## config.mk

```make
export PLATFORM = sky130hd
export DESIGN_NAME = efpga_mult_seq
export DESIGN_NICKNAME = d
export VERILOG_FILES = /design/src/rtl/efpga_mult_pkg.sv /design/src/rtl/efpga_mult_slice.sv /design/src/rtl/efpga_mult_seq.sv
export SDC_FILE = /design/constraint.sdc
export NUM_CORES = 1
export LEC_CHECK = 0
export ABC_AREA = 0
export CORE_MARGIN = 5
export CORE_UTILIZATION = 50
export DETAILED_ROUTE_END_ITERATION = 12
export PLACE_DENSITY_LB_ADDON = 0.15
export SKIP_CTS_REPAIR_TIMING = 1
export SYNTH_ARGS = -nofsm -noshare
export SYNTH_HDL_FRONTEND = slang
export SYNTH_SLANG_ARGS = --single-unit
```

## constraint.sdc

```tcl
create_clock -name clk -period 26.5 [get_ports clk]
set_input_delay 3.975 -clock clk [delete_from_list [all_inputs] [get_ports clk]]
set_output_delay 3.975 -clock clk [all_outputs]
set_load 0.005 [all_outputs]
```

## src/rtl/efpga_mult_pkg.sv

```systemverilog
// Shared types and helpers for the sequential slice-based multiplier.
package efpga_mult_pkg;

    // Controller states: capture, slice accumulate, sign fix-up, hold result.
    typedef enum logic [1:0] {
        StIdle = 2'd0,
        StMul  = 2'd1,
        StFix  = 2'd2,
        StDone = 2'd3
    } mult_state_e;

    // Native operand width of the single hardware multiplier slice.
    localparam int unsigned SliceWDefault = 16;

    // Number of slice-wide chunks needed to cover an operand.
    function automatic int unsigned ceil_div(input int unsigned n, input int unsigned d);
        return (n + d - 1) / d;
    endfunction

endpackage

```

## src/rtl/efpga_mult_slice.sv

```systemverilog
// Single unsigned SLICE_W x SLICE_W multiplier; kept as its own module so the
// one-slice resource stays visible to the mapper.
module efpga_mult_slice
    import efpga_mult_pkg::*;
#(
    parameter int unsigned SLICE_W = SliceWDefault
) (
    input  logic [SLICE_W-1:0]   a_i,
    input  logic [SLICE_W-1:0]   b_i,
    output logic [2*SLICE_W-1:0] p_o
);

    localparam int unsigned PW = 2 * SLICE_W;

    assign p_o = PW'(a_i) * PW'(b_i);

endmodule

```

## src/rtl/efpga_mult_seq.sv

```systemverilog
// Multi-cycle wide multiplier built from one reused SLICE_W x SLICE_W slice.
// Operands are reduced to magnitudes, multiplied chunk by chunk into a wide
// accumulator, then the sign is restored and the result resized to Y_WIDTH.
// Optional feature: define EFPGA_MULT_SEQ_ACC_EN to add an 'acc' input that
// adds the new product to the previously delivered result.
module efpga_mult_seq
    import efpga_mult_pkg::*;
#(
    parameter int unsigned A_WIDTH  = 32,
    parameter int unsigned B_WIDTH  = 32,
    parameter bit          A_SIGNED = 1'b0,
    parameter bit          B_SIGNED = 1'b0,
    parameter int unsigned Y_WIDTH  = 64,
    parameter int unsigned SLICE_W  = SliceWDefault
) (
    input  logic               clk,
    input  logic               resetn,
    input  logic               in_valid,
    output logic               in_ready,
    input  logic [A_WIDTH-1:0] a,
    input  logic [B_WIDTH-1:0] b,
`ifdef EFPGA_MULT_SEQ_ACC_EN
    input  logic               acc,
`endif
    output logic               out_valid,
    input  logic               out_ready,
    output logic [Y_WIDTH-1:0] y
);

    localparam int unsigned NA = ceil_div(A_WIDTH, SLICE_W);
    localparam int unsigned NB = ceil_div(B_WIDTH, SLICE_W);
    localparam int unsigned AW = NA * SLICE_W;
    localparam int unsigned BW = NB * SLICE_W;
    localparam int unsigned P  = AW + BW;
    localparam int unsigned IW = (NA > 1) ? $clog2(NA) : 1;
    localparam int unsigned JW = (NB > 1) ? $clog2(NB) : 1;
    localparam logic [IW-1:0] ILast = IW'(NA - 1);
    localparam logic [JW-1:0] JLast = JW'(NB - 1);

    mult_state_e         state_q, state_d;
    logic [AW-1:0]       a_mag_q, a_mag_d;
    logic [BW-1:0]       b_mag_q, b_mag_d;
    logic                neg_q, neg_d;
    logic [P-1:0]        acc_q, acc_d;
    logic [IW-1:0]       i_q, i_d;
    logic [JW-1:0]       j_q, j_d;
    logic [Y_WIDTH-1:0]  y_q, y_d;
`ifdef EFPGA_MULT_SEQ_ACC_EN
    logic                acc_mode_q, acc_mode_d;
`endif

    // Operand magnitudes; the most-negative value still fits unsigned.
    logic               a_neg, b_neg;
    logic [A_WIDTH-1:0] a_abs;
    logic [B_WIDTH-1:0] b_abs;

    assign a_neg = A_SIGNED && a[A_WIDTH-1];
    assign b_neg = B_SIGNED && b[B_WIDTH-1];
    assign a_abs = a_neg ? (~a + A_WIDTH'(1)) : a;
    assign b_abs = b_neg ? (~b + B_WIDTH'(1)) : b;

    // Chunk selection feeding the shared slice.
    logic [SLICE_W-1:0]   a_chunk, b_chunk;
    logic [2*SLICE_W-1:0] prod;
    logic [P-1:0]         partial;

    assign a_chunk = SLICE_W'(a_mag_q >> (SLICE_W * 32'(i_q)));
    assign b_chunk = SLICE_W'(b_mag_q >> (SLICE_W * 32'(j_q)));
    assign partial = P'(prod) << (SLICE_W * (32'(i_q) + 32'(j_q)));

    efpga_mult_slice #(
        .SLICE_W (SLICE_W)
    ) u_slice (
        .a_i (a_chunk),
        .b_i (b_chunk),
        .p_o (prod)
    );

    // Sign restore and resize of the finished magnitude product.
    logic [P-1:0]       acc_fix;
    logic [Y_WIDTH-1:0] prod_y;

    assign acc_fix = neg_q ? (~acc_q + P'(1)) : acc_q;

    if (Y_WIDTH > P) begin : g_ext
        if (A_SIGNED || B_SIGNED) begin : g_sext
            assign prod_y = {{(Y_WIDTH - P){acc_fix[P-1]}}, acc_fix};
        end else begin : g_zext
            assign prod_y = {{(Y_WIDTH - P){1'b0}}, acc_fix};
        end
    end else begin : g_trunc
        assign prod_y = Y_WIDTH'(acc_fix);
    end

    // Next-state logic: capture, accumulate partial products, fix up, hold.
    always_comb begin
        state_d = state_q;
        a_mag_d = a_mag_q;
        b_mag_d = b_mag_q;
        neg_d   = neg_q;
        acc_d   = acc_q;
        i_d     = i_q;
        j_d     = j_q;
        y_d     = y_q;
`ifdef EFPGA_MULT_SEQ_ACC_EN
        acc_mode_d = acc_mode_q;
`endif
        unique case (state_q)
            StIdle: begin
                if (in_valid) begin
                    a_mag_d = AW'(a_abs);
                    b_mag_d = BW'(b_abs);
                    neg_d   = a_neg ^ b_neg;
                    acc_d   = '0;
                    i_d     = '0;
                    j_d     = '0;
`ifdef EFPGA_MULT_SEQ_ACC_EN
                    acc_mode_d = acc;
`endif
                    state_d = StMul;
                end
            end
            StMul: begin
                acc_d = acc_q + partial;
                // j runs fastest; the last (i, j) pair hands over to FIX.
                if (j_q == JLast) begin
                    j_d = '0;
                    if (i_q == ILast) begin
                        state_d = StFix;
                    end else begin
                        i_d = i_q + 1'b1;
                    end
                end else begin
                    j_d = j_q + 1'b1;
                end
            end
            StFix: begin
`ifdef EFPGA_MULT_SEQ_ACC_EN
                // y_q still holds the last delivered result here.
                y_d = acc_mode_q ? (y_q + prod_y) : prod_y;
`else
                y_d = prod_y;
`endif
                state_d = StDone;
            end
            StDone: begin
                if (out_ready) begin
                    state_d = StIdle;
                end
            end
            default: begin
                state_d = StIdle;
            end
        endcase
    end

    // State registers; reset aborts any operation in flight.
    always_ff @(posedge clk or negedge resetn) begin
        if (!resetn) begin
            state_q <= StIdle;
            a_mag_q <= '0;
            b_mag_q <= '0;
            neg_q   <= 1'b0;
            acc_q   <= '0;
            i_q     <= '0;
            j_q     <= '0;
            y_q     <= '0;
`ifdef EFPGA_MULT_SEQ_ACC_EN
            acc_mode_q <= 1'b0;
`endif
        end else begin
            state_q <= state_d;
            a_mag_q <= a_mag_d;
            b_mag_q <= b_mag_d;
            neg_q   <= neg_d;
            acc_q   <= acc_d;
            i_q     <= i_d;
            j_q     <= j_d;
            y_q     <= y_d;
`ifdef EFPGA_MULT_SEQ_ACC_EN
            acc_mode_q <= acc_mode_d;
`endif
        end
    end

    assign in_ready  = (state_q == StIdle);
    assign out_valid = (state_q == StDone);
    assign y         = y_q;

endmodule

```

# Yosys cells after proc, flatten, opt, wreduce, memory -nomap -nowiden

Index checks and enable logic that the tools add are counted.

Register bits after elaboration: 196
Input bits: 68
Output and inout bits: 66
Word-level logic and storage cells: 41

Add/subtract/negate cells: 4
Multipliers: 1
Eq/ne operators: 7
Shift-type cells: 3
Muxes and demuxes: 13
Reductions and logical operators: 6

Operators with widths:

| cell                                                 | number |
|---|---|
| case mux 64 bit (2 select lines)                     | 1 |
| adder 64 bit                                         | 1 |
| 2-to-1 mux 64 bit                                    | 1 |
| left shift 32 x 6 -> 64 bit                          | 1 |
| >> shifter 32 x 5 -> 16 bit                          | 2 |
| multiplier 16 x 16 -> 32 bit                         | 1 |
| 2-to-1 mux 2 bit                                     | 4 |
| case mux 2 bit (4 select lines)                      | 1 |
| != test 2 bit (second input constant)                | 3 |
| equality test 2 bit (second input constant)          | 2 |
| 2-to-1 mux 1 bit                                     | 4 |
| case mux 1 bit (2 select lines)                      | 2 |
| AND reduction 2 bit                                  | 2 |
| AND reduction 4 bit                                  | 1 |
| AND reduction 3 bit                                  | 1 |
| adder 1 bit (second input constant)                  | 2 |
| adder 1 x 1 -> 2 bit                                 | 1 |
| equality test 2 x 1 -> 1 bit (second input constant) | 1 |
| zero test 2 bit                                      | 1 |
| != test 2 x 1 -> 1 bit (second input constant)       | 1 |
| nonzero test 2 bit                                   | 1 |

# Longest topological paths before layout

Word-level depth: 5
Gate-level depth with buffers: 40
Gate-level depth less buffers: 36

# Cells and area by module

Synthesis repeated with hierarchy kept, for this count alone.

Cells, all modules: 2190
Area, all modules: 20688.6 um2

Modules (own cells, without submodules):

| module           | times used | cells each | area each (um2) | sequential area each (um2) |
|---|---|---|---|---|
| efpga_mult_seq   | 1          | 1181       | 12015.3         | 4904.7 |
| efpga_mult_slice | 1          | 1009       | 8673.3          | 0.0 |

# Worst setup path before layout

No wires, ideal clock.

Path type: register to register
From: register i_q
To: register acc_q[63]
Setup time: 0.069 ns
Arrival time: 9.757 ns
Path slack: 16.674 ns
Cell stages (with the launch flop): 39
Buffers on the path: 4
Period minus slack after synthesis: 9.826 ns
Cell sequence: dfrtp_1 clkbuf_1 clkbuf_1 buf_1 mux2i_1 nor2_1 fa_1 inv_1 fa_1 fa_1 inv_1 fa_1 fa_1 inv_1 fa_1 inv_1 ha_1 a21o_1 [... 3 more ...] a211oi_1 a21o_1 a221oi_1 xor2_1 mux2i_1 nor2b_1 ha_1 buf_2 nand4_1 nor3_1 nand3_1 a21oi_1 o21ai_1 a2111oi_0 o21ai_0 and3_1 or4_1 nand3_1

Word-level cells in the longest chain between the ends: 5
Elaborated cells on any way between the ends: 6

RTL lines:

| item                                 | line                   | source |
|---|---|---|
| start, declared                      | efpga_mult_seq.sv:45   | `logic [IW-1:0] i_q, i_d;` |
| start signal, assigned               | efpga_mult_seq.sv:177  | `i_q <= i_d;` |
| >> shifter 32 x 5 -> 16 bit          | efpga_mult_seq.sv:67   | `assign a_chunk = SLICE_W'(a_mag_q >> (SLICE_W * 32'(i_q)));` |
| multiplier 16 x 16 -> 32 bit         | efpga_mult_slice.sv:15 | `assign p_o = PW'(a_i) * PW'(b_i);` |
| left shift 32 x 6 -> 64 bit (*)      | efpga_mult_seq.sv:69   | `assign partial = P'(prod) << (SLICE_W * (32'(i_q) + 32'(j_q)));` |
| adder 64 bit (*)                     | efpga_mult_seq.sv:124  | `acc_d = acc_q + partial;` |
| case mux 64 bit (2 select lines) (*) | efpga_mult_seq.sv:108  | `unique case (state_q)` |
| end signal, assigned                 | efpga_mult_seq.sv:164  | `acc_q <= '0;` |
| end signal, assigned                 | efpga_mult_seq.sv:176  | `acc_q <= acc_d;` |
| end, declared                        | efpga_mult_seq.sv:44   | `logic [P-1:0] acc_q, acc_d;` |

Mark *: on every way between the ends. The rest lies on a longest branch, timed or not.
A chain may end at the register's enable or synchronous reset.

# Worst setup path after layout

From: register j_q
To: register acc_q[63]

Word-level cells in the longest chain between the ends: 5
Elaborated cells on any way between the ends: 6

RTL lines:

| item                                 | line                   | source |
|---|---|---|
| start, declared                      | efpga_mult_seq.sv:46   | `logic [JW-1:0] j_q, j_d;` |
| start signal, assigned               | efpga_mult_seq.sv:178  | `j_q <= j_d;` |
| >> shifter 32 x 5 -> 16 bit          | efpga_mult_seq.sv:68   | `assign b_chunk = SLICE_W'(b_mag_q >> (SLICE_W * 32'(j_q)));` |
| multiplier 16 x 16 -> 32 bit         | efpga_mult_slice.sv:15 |  |
| left shift 32 x 6 -> 64 bit (*)      | efpga_mult_seq.sv:69   |  |
| adder 64 bit (*)                     | efpga_mult_seq.sv:124  |  |
| case mux 64 bit (2 select lines) (*) | efpga_mult_seq.sv:108  |  |

Marks and branches as above.

==> out/summary.txt <==
outcome - finished, final reports clean
Synth warnings - 0
setup_tns - 0 ns
R2R Setup Slk - 15.66 ns
vias in the first global route - 17,220
Net Count, Synth - 2,653
initial detailed-routing violation count - 1,165
Worst EP arrival - 11.28 ns
Die Height - 212.8 um
FF+latch count, synth - 196
worst-margin pin slew - 1.088 ns
Post-synth ARST share - 1.000
first-pass GRT wire length - 94,260 um
area share of the largest cell type after synthesis - 0.2385
clk buf depth - 2
gr usage total - 0.2685
CTS clk-pin slew, worst paths - 0.08 ns
kind of critical path - flop to flop
type of origin of the critical path - flop
Max Slew Vio Count - 0
number of enable flip-flop cells after synthesis - 0
Die Wd - 212.8 um
Sequential cell area - 4905 sq um
share of cells above drive strength 1 - 0.1054
min Tclk post-route - 10.84 ns
post-DP HPWL - 47,570 um
worst r2r path cells - 33
DR pass1 iterations - 5
Syn Inst Count - 2,218
Core Footprint - 40,740 sq um
main flop type after synthesis - dfrtp_1
fmax - 92.26 MHz
Area Overhead vs Synth - 11.90%
Slowest-stage cell, CP - dfrtp_1
worst skew pair latency - 0.51 ns
worst r2r dst - acc_q[63]
Filler cells - 3,749
CTS sink count - 196
Tcrit/Tclk final - 0.4090
Multi-input gate area - 14,370 sq um
Crit path max-delay family - adder cells
RSZ-0062 raised after global routing - no
final worst slack - 15.66 ns
via count - 16,340
Max Cap Violations - 0
Wirelength per Cell - 20.89 um
Final Hold Viols - 0
commonest non-fill, non-tap cells in the layout - nand2_1, inv_1, dfrtp_1
Worst EP required - 26.95 ns
Seq/Total Area, Yosys - 0.2385
CTS Root Cell - clkbuf_16
initial antenna violation count - 0
Synth cell types - 73
remaining antenna violation count - 0
Starting Density - 0.5047
antenna diode count - 0
mean post-synth cell area - 9.271 sq um
Setup WS pre-CTS - 15.53 ns
skew final - 0.01875 ns
Rel. slew slack - 0.2541
grt total ovfl - 0
critical path buffer and inverter count - 3
FP Rows - 74
Die ar. - 45,280 sq um
Crit. End Element - flop
Final nets - 2,738
critical path's largest stage delay - 0.85 ns
Hold Crit Start - y[14]
Worst Hold Class - flop to flop
Reg2Reg Launch Point - j_q
Vias/cell - 5.738
WL final - 59,510 um
Hold Crit Depth - 1
# DRC - 0
GPL Wtd Cong - 0.9607
area leader, netlist - dfrtp_1
Setup Viol. Count Final - 0
input/output buffers - 133
TritonCTS buffer count - 17
worst-path maximum fanout - 20
commonest non-fill, non-tap cell in the layout - nand2_1
Hold Path End - y[14]
largest net degree at the start of global routing - 77
top post-synthesis cells by area - dfrtp_1, fa_1, ha_1, mux2_2, nand2_1
CP most frequent cell - fa_1
CTS tree - yes
H-Tree Depth - 4
I/O Pins - 134
Netlist Area Pre-Place - 20,560 sq um
## through the flow
step,util,std cells,cell area (sq um),hold WS (ns)
6_report,0.5648,2848,23010,0.5099
5_1_grt,0.5648,2848,23010,0.5312
4_1_cts,0.5647,2848,23000,0.5132
3_5_place_dp,0.5501,2816,22410,0.4953
3_3_place_gp,0.5501,2816,22410,0.4897
2_1_floorplan,-,2218,20560,0.4716
## registers in the layout, indices dropped and copies added, names as in the netlist
register,cells
state_q,2
acc_q,64
a_mag_q,32
b_mag_q,32
i_q,1
y,64
j_q,1
## worst reg2reg max path, delay by kind of cell (launching register included)
family / cells / cell delay, ns
and+or+nand+nor: 10 / 2.34
AOI/OAI and AO/OA: 9 / 2.16
xor gates and xnor gates: 1 / 0.17
buffers and inverters: 3 / 0.51
adders and majority gates: 8 / 3.78
muxes: 2 / 0.99
DFF: 1 / 0.85
## logic make-up (layout without fill, tap and decap cells)
family | after synthesis | in the layout | share of synthesized area
AOI/OAI and AO/OA | 398 | 398 | 0.1268
buffers and inverters | 348 | 446 | 0.06383
adders and majority gates | 367 | 367 | 0.2945
and+or+nand+nor | 624 | 624 | 0.1330
xor gates and xnor gates | 81 | 81 | 0.03450
DFF | 196 | 196 | 0.2385
muxes | 204 | 204 | 0.1089
## how the worst max path moves through the flow
stage          startpoint   endpoint  slack [ns]  cells after the start
2_1_floorplan         i_q  acc_q[63]       16.67                     38
3_3_place_gp          j_q  acc_q[63]       15.81                     34
3_5_place_dp          j_q  acc_q[63]       15.53                     34
4_1_cts               j_q  acc_q[63]       15.47                     34
5_1_grt               j_q  acc_q[63]       14.98                     33
6_report              j_q  acc_q[63]       15.66                     33
## final cells by class
type,instances,area share
clock buffer,17,0.01849
timing repair buffer,156,0.06553
clock inverter,15,0.007287
inverter,258,0.04209
sequential,196,0.2132
tap,532,0.02893
multi-input combinational,1674,0.6245
## metal layers
layer  up-vias  GRT usage  share of wire
met4         0     0.1112          0.041
met5         -          0              0
met1      8127     0.3419           0.41
met3       124    0.05921          0.062
met2       510     0.4458           0.49
li1       7580          -              -
## synthesized netlist by cell type, types with 17 or more instances
master	count
xnor2_1	45
dfrtp_1	196
nand3_1	29
o21ai_1	23
ha_1	172
nand2_1	278
clkbuf_1	83
mux2_2	158
o21ai_0	86
xor2_1	36
and3_1	17
a21o_1	66
a21oi_1	93
nor2_1	186
and2_1	22
fa_1	195
mux2i_1	46
inv_1	258
nor2b_1	19
nor3_1	17
Power is left out: the tool's default activity adds up to more than one toggle a clock period on the data nets, which glitch-free logic cannot reach.
